### config.mk
export PLATFORM = sky130hd
export DESIGN_NAME = div_seq
export DESIGN_NICKNAME = d
export VERILOG_FILES = /design/src/rtl/div_seq.sv
export SDC_FILE = /design/constraint.sdc
export NUM_CORES = 1
export LEC_CHECK = 0
export ABC_AREA = 1
export BUFFER_PORTS_ARGS = -buffer_cell sky130_fd_sc_hd__buf_2
export CAP_MARGIN = 0
export CELL_PAD_IN_SITES_DETAIL_PLACEMENT = 1
export CELL_PAD_IN_SITES_GLOBAL_PLACEMENT = 1
export CORE_MARGIN = 2
export CORE_UTILIZATION = 45
export CTS_CLUSTER_SIZE = 25
export DETAILED_ROUTE_END_ITERATION = 10
export GPL_TIMING_DRIVEN = 0
export PLACE_DENSITY_LB_ADDON = 0.1
export SYNTH_ARGS = -nofsm -noshare
export SYNTH_HDL_FRONTEND = slang
export SYNTH_SLANG_ARGS = --single-unit
### constraint.sdc
create_clock -name clk -period 6.4 [get_ports clk]
set_input_delay 0.32 -clock clk [delete_from_list [all_inputs] [get_ports clk]]
set_output_delay 0.32 -clock clk [all_outputs]
set_load 0.01 [all_outputs]
### src/rtl/div_seq.sv
// rtl/div_seq.sv - sequential signed restoring divider feeding HI/LO
// One quotient bit per cycle over magnitudes; signs are applied in a single fix-up cycle.
module div_seq #(
  parameter int WIDTH = 32
) (
  input  logic             clk,
  input  logic             reset,
  input  logic             start,
  input  logic [WIDTH-1:0] dividend,
  input  logic [WIDTH-1:0] divisor,
  output logic             busy,
  output logic             done,
  output logic             divzero,
  output logic [WIDTH-1:0] hi,
  output logic [WIDTH-1:0] lo
);

  localparam int CW = $clog2(WIDTH);
  localparam logic [CW-1:0] LAST = CW'(WIDTH - 1);

  typedef enum logic [1:0] {
    ST_IDLE,
    ST_CALC,
    ST_FIX,
    ST_DONE
  } state_t;

  state_t           state;
  logic [CW-1:0]    count;
  logic [WIDTH-1:0] rem;
  logic [WIDTH-1:0] quo;
  logic [WIDTH-1:0] dsr;
  logic             qsign;
  logic             rsign;

  logic [WIDTH-1:0] dvd_mag;
  logic [WIDTH-1:0] dsr_mag;
  logic [WIDTH:0]   shifted;
  logic [WIDTH:0]   trial;

  // The most negative operand negates to itself, which is its correct unsigned magnitude.
  assign dvd_mag = dividend[WIDTH-1] ? -dividend : dividend;
  assign dsr_mag = divisor[WIDTH-1]  ? -divisor  : divisor;

  // The remainder stays below the divisor magnitude, so one extra bit holds the shifted value.
  assign shifted = {rem, quo[WIDTH-1]};
  assign trial   = shifted - {1'b0, dsr};

  always_ff @(posedge clk) begin
    if (reset) begin
      state   <= ST_IDLE;
      busy    <= 1'b0;
      done    <= 1'b0;
      divzero <= 1'b0;
      hi      <= '0;
      lo      <= '0;
      count   <= '0;
      rem     <= '0;
      quo     <= '0;
      dsr     <= '0;
      qsign   <= 1'b0;
      rsign   <= 1'b0;
    end else begin
      done    <= 1'b0;
      divzero <= 1'b0;
      case (state)
        ST_IDLE: begin
          if (start) begin
            if (divisor == '0) begin
              divzero <= 1'b1;
            end else begin
              qsign <= dividend[WIDTH-1] ^ divisor[WIDTH-1];
              rsign <= dividend[WIDTH-1];
              quo   <= dvd_mag;
              dsr   <= dsr_mag;
              rem   <= '0;
              count <= '0;
              busy  <= 1'b1;
              state <= ST_CALC;
            end
          end
        end
        ST_CALC: begin
          if (!trial[WIDTH]) begin
            rem <= trial[WIDTH-1:0];
            quo <= {quo[WIDTH-2:0], 1'b1};
          end else begin
            rem <= shifted[WIDTH-1:0];
            quo <= {quo[WIDTH-2:0], 1'b0};
          end
          count <= count + CW'(1);
          if (count == LAST) begin
            state <= ST_FIX;
          end
        end
        ST_FIX: begin
          lo    <= qsign ? -quo : quo;
          hi    <= rsign ? -rem : rem;
          done  <= 1'b1;
          busy  <= 1'b0;
          state <= ST_DONE;
        end
        ST_DONE: begin
          state <= ST_IDLE;
        end
        default: begin
          state <= ST_IDLE;
        end
      endcase
    end
  end

endmodule

Word level (Yosys, flattened, before mapping)
Cells that the tools add are included.

Register bits: 172. Input port bits: 67. Output and inout bits: 67. Logic and storage cells: 62.

Add/sub/neg operators: 6. Equality and inequality tests: 7. Multiplexer cells: 24. Bitwise operators: 4. Reduce and logical (&&, ||, !) cells: 9.

Operator list (number): $mux W32 (9); $neg A32 Y32 (4); $pmux W32 S2 (2); $sub A33 B32 Y33 (1); $logic_not A32 Y1 (1); $reduce_and A3 Y1 (4); $mux W5 (2); $pmux W5 S2 (1); $pmux W2 S4 (1); $mux W2 (3); $ne A2 B2 Y1 const B (3); $add A5 B1 Y5 const B (1); $eq A5 B5 Y1 const B (1); $mux W1 (5); $eq A2 B2 Y1 const B (2); $reduce_bool A2 Y1 (2); $not A1 Y1 (3); $reduce_or A3 Y1 (1); $eq A2 B1 Y1 const B (1); $logic_not A2 Y1 (1); $pmux W1 S2 (1); $xor A1 B1 Y1 (1).

Logic depth before layout (Yosys ltp)
Gate-level depths: netlist of the first run.

Word-level depth: 5. Gate-level depth with buffers: 18. Mapped depth without buffers: 17.

Worst setup path before layout of the first run
No wires, ideal clock.

Path kind: register to register. Start: register quo[31]. End: register rem[15]. Library setup time: 0.132 ns. Arrival: 2.085 ns. Required time: 6.268 ns. Setup slack: 4.183 ns. Stages on the path, launching flop included: 19. Path buffers: 1. Clock period less this slack: 2.217 ns. Cells stage by stage: dfxtp_1 -> inv_1 -> ha_1 -> fa_1 -> inv_1 -> nand2_1 -> nand2_1 -> nand3_1 -> nand2_2 -> nand2_1 -> nand2_2 -> nand2_4 -> nand2_4 -> nand2_8 -> nand2_4 -> buf_6 -> nand2_1 -> nand3_1 -> a21oi_1.

Cells in the longest elaborated chain, start to end: 3.

Ends and longest elaborated chain: from (decl) (RTL line 31) `logic [WIDTH-1:0] quo;`; from (signal assigned) (RTL line 74) `quo <= dvd_mag;`; from (signal assigned) (RTL line 86) `quo <= {quo[WIDTH-2:0], 1'b1};`; from (signal assigned) (RTL line 89) `quo <= {quo[WIDTH-2:0], 1'b0};`; $sub A33 B32 Y33 (RTL line 47) `assign trial = shifted - {1'b0, dsr};`; $mux W32 (RTL line 84) `if (!trial[WIDTH]) begin`; $pmux W32 S2 (RTL line 66) `case (state)`; to (signal assigned) (RTL line 85) `rem <= trial[WIDTH-1:0];`; to (signal assigned) (RTL line 88) `rem <= shifted[WIDTH-1:0];`; to (decl) (RTL line 30) `logic [WIDTH-1:0] rem;`.

Every way passes these cells. A chain may end at the register's enable or synchronous reset.

Final worst setup path of the first run
Start: register quo[31]. End: register rem[22].

Same word-level chain as after synthesis.

==> results of run 1 <==
-- critical path: cells and delay by family (launching register included) --
| kind | cells | cell delay [ns] |
|---|---|---|
| buffers and inverters | 3 | 0.51 |
| AOI/OAI and AO/OA | 1 | 0.10 |
| and+or+nand+nor | 10 | 0.99 |
| DFF | 1 | 0.41 |
| adders and majority gates | 2 | 0.68 |
-- state kept, by name, summed over array words and instances (netlist names), 2 cells and up --
signal and cells:
state 2, count 5, hi 32, rem 32, quo 32, dsr 32, lo 32
-- final timing paths --
kind | to
hold / removal | dsr[29]
setup / recovery | rem[22]
hold reg to reg | count[3]
setup reg to reg | rem[22]
-- layout by cell type (no fill, tap or decap), types with 6 or more instances in the layout --
cell / instances
a21oi_1: 172
buf_2: 142
buf_6: 6
clkbuf_1: 52
clkbuf_16: 17
dfxtp_1: 172
ha_1: 41
inv_1: 305
inv_2: 6
nand2_1: 568
nand2_2: 8
nand3_1: 169
nand3b_1: 7
nand4_1: 23
nor2_1: 201
nor2_2: 7
nor3_1: 34
nor4_1: 6
o211ai_1: 8
o21ai_0: 148
or2_2: 8
xnor2_1: 21
xor2_1: 77
-- metal layers --
metal,up-vias,part of all wire [%]
li1,6970,-
met3,99,6.1
met2,423,45
met1,6859,46
met5,-,0
met4,0,3.0
-- power by group through the flow --
| stage | sequential [mW] | combinational [mW] | clock [mW] |
|---|---|---|---|
| after global placement | 1.58 | 2.94 | 0 |
| after floorplan | 1.57 | 1.98 | 0 |
| final | 1.58 | 3.12 | 1.01 |
| after global routing | 1.60 | 3.46 | 1.06 |
| after detailed placement | 1.59 | 3.04 | 0 |
| after CTS | 1.57 | 3.07 | 1.02 |
-- cell type report --
class                      instances  area (um2)
sequential                       172        3443
fill                            3965       13360
multi-input combinational       1536        7667
tap                              378       473.0
inverter                         316        1191
timing repair buffer             131       655.6
clock buffer                      18       429.2
buffer                            76       356.6
clock inverter                    14       131.4
-- cells by family after synthesis --
kind of cell / count (synthesis) / share of synthesized area (%)
and+or+nand+nor: 1044 / 35.00
adders and majority gates: 42 / 4.211
xor gates and xnor gates: 98 / 6.781
DFF: 172 / 27.20
AOI/OAI and AO/OA: 352 / 14.58
buffers and inverters: 392 / 12.23
-- per-stage QoR --
step | utilization (%) | instances | power [mW]
after floorplan | - | 2100 | 3.556
after global placement | 49.76 | 2609 | 4.514
after detailed placement | 49.76 | 2609 | 4.626
after CTS | 51.79 | 2641 | 5.660
after global routing | 51.79 | 2641 | 6.121
final | 51.79 | 2641 | 5.708
-- cells in the mapped netlist (all sizes together) --
cell type and number:
xnor2 21, a21o 1, clkinv 5, o21ai 152
nand3b 7, ha 41, inv 311, nand3 171
nor3 34, o21bai 5, nor4 6, o221ai 5
o211ai 8, o31ai 2, clkbuf 52, xor2 77
dfxtp 172, nand2 582, nand4 23, nor2 209
a31oi 5, buf 24, and2 3, or2 9
a21oi 174, fa 1
==> reports/results.ini, run 1 <==
[placed_design]
gp_congestion = 0.9219
postPlaceCellArea_um2 = 13790
dpl.hpwl_um = 39990
io_buffers = 131
dp_slack_ns = 3.664

[timing]
timing.fmax_ghz = 0.3490
fin_crit_ns = 2.865
finClkSkew_ns = 0.01292
slew_viol_final = 0
relSlewSlack_pct = 43.75
holdWs_ns = 0.1666
finalSetupViolCount = 0
fin_setup_tns_ns = 0
rsz0062_at_grt = no
tightest_slew_ns = 0.8438
finalHoldViolCount = 0
fin_ws_ns = 3.535
fin_crit_sh_pct = 44.77

[die]
fp.dieW_um = 171.7
ioPinCount = 134
row_count = 61
die_area_um2 = 29490
die_y_um = 171.7
design.core.area_um2 = 27710
initial_utilization_pct = 45.69

[critical_path]
path_max_fanout = 10
crit_required_ns = 6.70
cpPeakStageDelay_ns = 0.42
worstPathArrival_ns = 3.16
cp-start-kind = register
startpoint = quo[31]
critPathSlowestCell = fa_1
r2r_slack_ns = 3.53
r2r_cells = 16
cp_cell_sequence = inv_1 -> ha_1 -> fa_1 -> inv_1 -> nand2_1 -> nand2_1 -> nand3_1 -> nand2_2 -> nand2_1 -> nand2_2 -> nand2_4 -> nand3_4 -> buf_2 -> nand3_1 -> nand3_1 -> a21oi_1
r2r-start = quo[31]
criticalPathCategory = register to register
endpoint_kind = register

[clock_network]
root_buffer = clkbuf_16
post_cts_resized = 0
clk_pin_slew_ns = 0.07
cts_buffers = 17
clkSinkCount = 172
htree_levels = 4
tritoncts = done
postCtsHoldBufs = 0
clk_path_buf_depth = 2
clk_latency_ns = 0.45
post_cts_buffers = 0

[worst_hold_path]
worst_hold_path.num_cells = 3
hp-start = divisor[29]
min_path_type = input pin to register

[routing]
drt_wl_total_um = 49620
drc = 0
drtIter0Drc = 1006
antenna_left = 0
avgViaCountPerCell = 5.434
wire_per_inst_um = 18.79
firstDrtPassIters = 6
vias = 14350

[yosys]
yosysSeqAreaShare_pct = 27.20
syn_nets = 2209
ys_seq_elements = 172
synth_area_leaders = dfxtp_1, nand2_1, inv_1
synth_cells = 2100
ys_warn_count = 0
yosys.area.top_type_share_pct = 27.20
synthDistinctLibCells = 43
synthesis.area_um2 = 12660
syn_area_per_cell_um2 = 6.028
synth_top_area_cell = dfxtp_1

[pwr]
clock_power_share_pct = 17.7
cell_internal_pwr_mw = 2.803
leakage_nw = 7.203
seqPwrFrac_pct = 27.7
switching_share_pct = 50.89
p_per_area_nw_per_um2 = 397.8
peakVddDrop_mv = 0.2444
pwr-share-comb_pct = 54.6
switchingPower_mw = 2.905

[grt]
grt_use_total_pct = 33.42
grt_pass1_wl_um = 75890
grt_max_degree = 18
global_route.usage.met1_pct = 44.43
grt_overflow = 0
grt_use_met2_pct = 54.30
grt_pass1_vias = 14140
antenna_found_initial = 0
met3_usage_pct = 5.983
busiest_layer = met2

[job]
cap_violations = 0

[finish]
drive_gt1_share_pct = 9.987
nets = 2359
diodes = 0
final_area_um2 = 14350
syn_to_final_growth_pct = 13.34

[status]
run_status = complete, no violations

No activity file was read; power rests on OpenSTA's default activity.
==> run 2: changes to the inputs <==
- ABC_AREA: 1 -> 0
- CORE_UTILIZATION: 45 -> 40
- clock period: 6.4 -> 2.55 ns (I/O delays scaled with it)
==> run 2 against run 1 <==
The run now ends with setup timing left; sequential cell count is the same; fmax shrank 12%; synthesized cell count shrank 39%; global-route usage shrank 7.9 points; setup slack lost 4.3 ns; clock-buffer cell count is the same; clock skew grew 0.0019 ns.
==> reports/results.ini, run 2 <==
[routing]
drt_wl_total_um = 37760
drtIter0Drc = 800
firstDrtPassIters = 6
vias = 10490
avgViaCountPerCell = 5.705
drc = 0
wire_per_inst_um = 20.54
antenna_left = 0

[finish]
final_util_pct = 54.06
layout_commonest_cell = dfxtp_1
diodes = 0
nets = 1599
syn_to_final_growth_pct = 33.69
drive_gt1_share_pct = 27.28
final_cell_mix = dfxtp_1, nor2_1, buf_2, nand2_1, a211oi_1

[clock_network]
clk_latency_ns = 0.45
htree_levels = 4
clkSinkCount = 172
cts_buffers = 17
tritoncts = done
postCtsHoldBufs = 0
root_buffer = clkbuf_16
clk_path_buf_depth = 2
clk_pin_slew_ns = 0.07

[critical_path]
criticalPathCategory = register to register
cpPeakStageDelay_ns = 0.39
critPathMostFrequentCell = o211ai_1
cp_cell_sequence = inv_4 -> ha_4 -> fa_2 -> nor2b_4 -> o2111ai_4 -> a21oi_2 -> o211ai_1 -> buf_4 -> a2111oi_4 -> or2_4 -> o211ai_1 -> buf_6 -> clkbuf_16 -> a222oi_1 -> nor2_1
worstPathArrival_ns = 3.58
critPathSlowestCell = a222oi_1
crit_required_ns = 2.86
cp-start-kind = register
endpoint_kind = register
path_max_fanout = 8

[status]
run_status = finished with violations
failed_checks = setup timing

[grt]
grt_max_degree = 17
grt_pass1_vias = 10220
grt_pass1_wl_um = 56660
grt_overflow = 0
antenna_found_initial = 0
grt_use_total_pct = 25.51

[timing]
timing.fmax_ghz = 0.3063
finClkSkew_ns = 0.01481
finalHoldViolCount = 0
rsz0062_at_grt = yes
fin_crit_sh_pct = 128.0
finalSetupViolCount = 77
fin_setup_tns_ns = -24.47
relSlewSlack_pct = 43.96
fin_ws_ns = -0.7152
tightest_slew_ns = 0.8406
fin_crit_ns = 3.265
slew_viol_final = 0

[yosys]
synth_top_area_cell = dfxtp_1
synth_edf_count = 0
yosys.area.top_type_share_pct = 32.96
synth_area_leaders = dfxtp_1, xor2_1, a211oi_1
ys_seq_elements = 172
yosys-top-cells-count = dfxtp_1, nor2_1, nand2_1
synth_cells = 1286
ys_warn_count = 0
synth_most_common_cell = dfxtp_1
syn_area_per_cell_um2 = 8.124
syn_nets = 1395
synth_async_sr_flop_share_pct = 0
synthesis.area_um2 = 10450
synth-main-ff-cell = dfxtp_1
yosysSeqAreaShare_pct = 32.96
synthDistinctLibCells = 61

[placed_design]
gp_congestion = 0.8691
io_buffers = 132
dpl.hpwl_um = 26750
dp_slack_ns = -1.058

[pwr]
peakVddDrop_mv = 0.4360
leakage_nw = 5.573
p_per_area_nw_per_um2 = 942.6
power.total_mw = 13.17

[die]
initial_utilization_pct = 40.44
fp.dieW_um = 165.6
design.core.area_um2 = 25840
die_area_um2 = 27430
die_y_um = 165.6
row_count = 59
ioPinCount = 134

[job]
cap_violations = 0

[worst_hold_path]
min_path_type = input pin to register

run 2: logic make-up (layout without fill, tap and decap cells):
| kind of cell | count (synthesis) | after routing | share of synthesized area [%] |
|---|---|---|---|
| AO/OA/AOI/OAI | 364 | 364 | 24.24 |
| XOR/XNOR | 148 | 148 | 12.41 |
| adder cells (fa/ha/maj) | 42 | 42 | 5.102 |
| buffers and inverters | 133 | 350 | 5.066 |
| flip-flops | 172 | 172 | 32.96 |
| multiplexers | 29 | 29 | 2.778 |
| AND/OR/NAND/NOR | 398 | 398 | 17.45 |
run 2: worst max-delay path: cells and delay by family, from the launching register on:
kind	cells	cell delay, ns
adders and majority gates	2	0.53
AOI/OAI and AO/OA	6	1.24
DFF	1	0.36
buffers and inverters	4	0.58
and+or+nand+nor	3	0.44
run 2: repair_timing:
action,CTS,global route
pin swaps,32,49
cloned,3,6
endpoints found under the setup margin,121,126
buffers inserted,25,31
resized for setup,114,165
run 2: cell type report:
cell class,instances,area [um2]
Fill cell,3077,11870
Multi-Input combinational cell,981,7422
Sequential cell,172,3466
Timing Repair Buffer,192,1340
Buffer,73,520.5
Clock buffer,18,439.2
Tap cell,335,419.2
Inverter,53,201.4
Clock inverter,14,158.9
run 2: worst paths after layout:
check / slack, ns / start / cells after the start / end
worst max-delay path: -0.72 / quo[31] / 15 / quo[0]
worst min-delay path: 0.01 / divisor[17] / 3 / dsr[17]
worst max register to register: -0.72 / quo[31] / 15 / quo[0]
worst min register to register: 0.48 / hi[13] / 2 / hi[13]
run 2: power by group:
| group | switching, mW | internal [mW] | total [mW] |
|---|---|---|---|
| logic | 3.80 | 2.78 | 6.57 |
| clock network | 1.23 | 1.50 | 2.72 |
| registers | 0.543 | 3.33 | 3.87 |
run 2: per-stage QoR:
| stage | std cells | hold WS (ns) | cell area [um2] |
|---|---|---|---|
| 6_report | 1838 | 0.01188 | 13970 |
| 5_1_grt | 1838 | 0.04943 | 13970 |
| 4_1_cts | 1810 | 0.005765 | 13120 |
| 3_5_place_dp | 1753 | 0.4435 | 11750 |
| 3_3_place_gp | 1753 | 0.4384 | 11750 |
| 2_1_floorplan | 1286 | 0.2635 | 10670 |
run 2: layer usage:
metal  up-vias  share of wire (%)  wire length, um  global-route usage, %
met5         -                  0                0                      0
li1       5047                  -                -                      -
met4         0               0.99              374                  4.802
met2       283                 47            17570                  41.10
met3        32                5.0             1905                  2.820
met1      5124                 47            17910                  37.13
==> run 3: changes to the inputs <==
- SETUP_SLACK_MARGIN: not set -> 0.02
==> run 3 against run 2 <==
The run still ends with setup timing left; total power shrank 0.87%; non-clock buffer count fell by 5; die area stayed put; clock-buffer cell count stayed put; cell count down 0.27%; critical path depth shrank 1; global-route usage grew 0.31 points; via count is 1.7% lower; register-to-register slack better by 0.14 ns; clock skew shrank 0.0014 ns; fmax grew 4.5%; critical path type unchanged; highest routed layer unchanged.
==> reports/results.ini, run 3 (synthesis results as in run 2) <==
[status]
run_status = finished with violations
failed_checks = setup timing

[timing]
finalHoldViolCount = 0
timing.fmax_ghz = 0.3200
fin_crit_ns = 3.125
rsz0062_at_grt = yes
fin_ws_ns = -0.5752
fin_crit_sh_pct = 122.6
relSlewSlack_pct = 45.66
finalSetupViolCount = 79
finClkSkew_ns = 0.01336
slew_viol_final = 0
tightest_slew_ns = 0.8151

[grt]
grt_overflow = 0
antenna_found_initial = 0
grt_use_total_pct = 25.83
grt_max_degree = 17
grt_pass1_vias = 10300
grt_pass1_wl_um = 57250

[finish]
nets = 1594
final_cell_mix = dfxtp_1, nor2_1, buf_2, nand2_1, a211oi_1
syn_to_final_growth_pct = 32.81
diodes = 0
layout_commonest_cell = dfxtp_1
fillers = 3097
drive_gt1_share_pct = 26.97
final_area_um2 = 13880
multi_input_area_um2 = 7381
ff_latch_area_um2 = 3467
final_util_pct = 53.70

[critical_path]
critPathMostFrequentCell = o211ai_1
r2r_slack_ns = -0.58
cp-start-kind = register
cp_cell_sequence = inv_4 -> ha_4 -> fa_2 -> nor2b_4 -> o2111ai_4 -> a21oi_2 -> o211ai_1 -> a2111oi_2 -> or2_4 -> o211ai_1 -> buf_6 -> clkbuf_16 -> a222oi_1 -> nor2_1
critPathSlowestCell = a2111oi_2
cpLargestDelayFamily = compound AO/OA/AOI/OAI gates
r2r_cells = 14
criticalPathCategory = register to register
crit_buf_inv = 3
r2r-end = quo[0]
worstPathArrival_ns = 3.44
crit_required_ns = 2.86
cpPeakStageDelay_ns = 0.40
r2r-start = quo[31]
endpoint_kind = register
path_max_fanout = 7

[worst_hold_path]
min_to = dsr[17]
min_path_type = input pin to register
hp-start = divisor[17]
worst_hold_path.num_cells = 3

[clock_network]
clkSinkCount = 172
clk_path_buf_depth = 2
htree_levels = 4
clk_latency_ns = 0.44
cts_buffers = 17
root_buffer = clkbuf_16
tritoncts = done
clk_pin_slew_ns = 0.07

[placed_design]
gp_congestion = 0.8691
postPlaceCellArea_um2 = 11750
dp_slack_ns = -1.058
dpl.hpwl_um = 26750
io_buffers = 132

[job]
cap_violations = 0

[pwr]
p_per_area_nw_per_um2 = 940.5
leakage_nw = 5.549
peakVddDrop_mv = 0.3918

[routing]
vias = 10310
antenna_left = 0
drtIter0Drc = 740
firstDrtPassIters = 7
drt_wl_total_um = 37110
avgViaCountPerCell = 5.623
wire_per_inst_um = 20.25
drc = 0

[die]
initial_utilization_pct = 40.44
row_count = 59
die_area_um2 = 27430
fp.dieW_um = 165.6
ioPinCount = 134
design.core.area_um2 = 25840
die_y_um = 165.6

run 3: cell count changes in the layout (fill, tap and decap cells not counted), moves of 2 or more:
cell      before  now
dfxtp_2       12   10
o21ai_0       36   40
clkbuf_4       0    2
buf_8          6    2
buf_4         36   38
buf_6         28   26
buf_2        130  125
clkbuf_2       3    5
o21ai_1       30   28
run 3: cell type report:
cell class	count	area share, %
Clock inverter	14	1.145
Buffer	74	3.895
Inverter	53	1.452
Timing Repair Buffer	186	9.143
Clock buffer	18	3.165
Sequential cell	172	24.99
Tap cell	335	3.021
Multi-Input combinational cell	981	53.19
run 3: worst max path at each step:
stage / start / endpoint / cells after the start
CTS: quo[31] / quo[0] / 14
finish: quo[31] / quo[0] / 14
floorplan: divisor[24] / quo[21] / 10
global route: quo[31] / quo[0] / 14
global placement: divisor[12] / quo[27] / 10
detailed placement: divisor[12] / quo[26] / 10
run 3: metal layers:
metal  vias to the layer above  GRT usage, %  part of all wire [%]
met3                        30         3.035                   4.4
met2                       228         41.64                    46
met1                      5011         37.26                    49
li1                       5038             -                     -
met4                         0         5.331                   1.1
met5                         -             0                     0
run 3: per-stage QoR:
| stage | total power, mW | instances | hold WS (ns) | setup TNS [ns] |
|---|---|---|---|---|
| after detailed placement | 9.003 | 1753 | 0.4435 | -86.42 |
| after CTS | 12.43 | 1816 | 0.005765 | -25.88 |
| after global placement | 8.870 | 1753 | 0.4384 | -82.71 |
| after floorplan | 7.316 | 1286 | 0.2635 | -22.94 |
| final | 13.05 | 1833 | 0.01524 | -22.49 |
| after global routing | 13.83 | 1833 | 0.04903 | -32.90 |
run 3: timing repair:
item	CTS	global route
pin swaps	44	51
hold buffers	0	0
endpoints found under the setup margin	129	128
cloned	3	4
resized for setup	137	131
buffers inserted	31	24
run 3: worst min-delay path: stages:
cell	delay, ns
buf_6	0.08
xor2_1	0.12
a211oi_1	0.07
run 3: power by group:
part / switching, mW / internal (mW) / total, mW
clock network: 1.23 / 1.50 / 2.72
logic: 3.72 / 2.74 / 6.46
registers: 0.542 / 3.33 / 3.87
total: 5.49 / 7.56 / 13.1
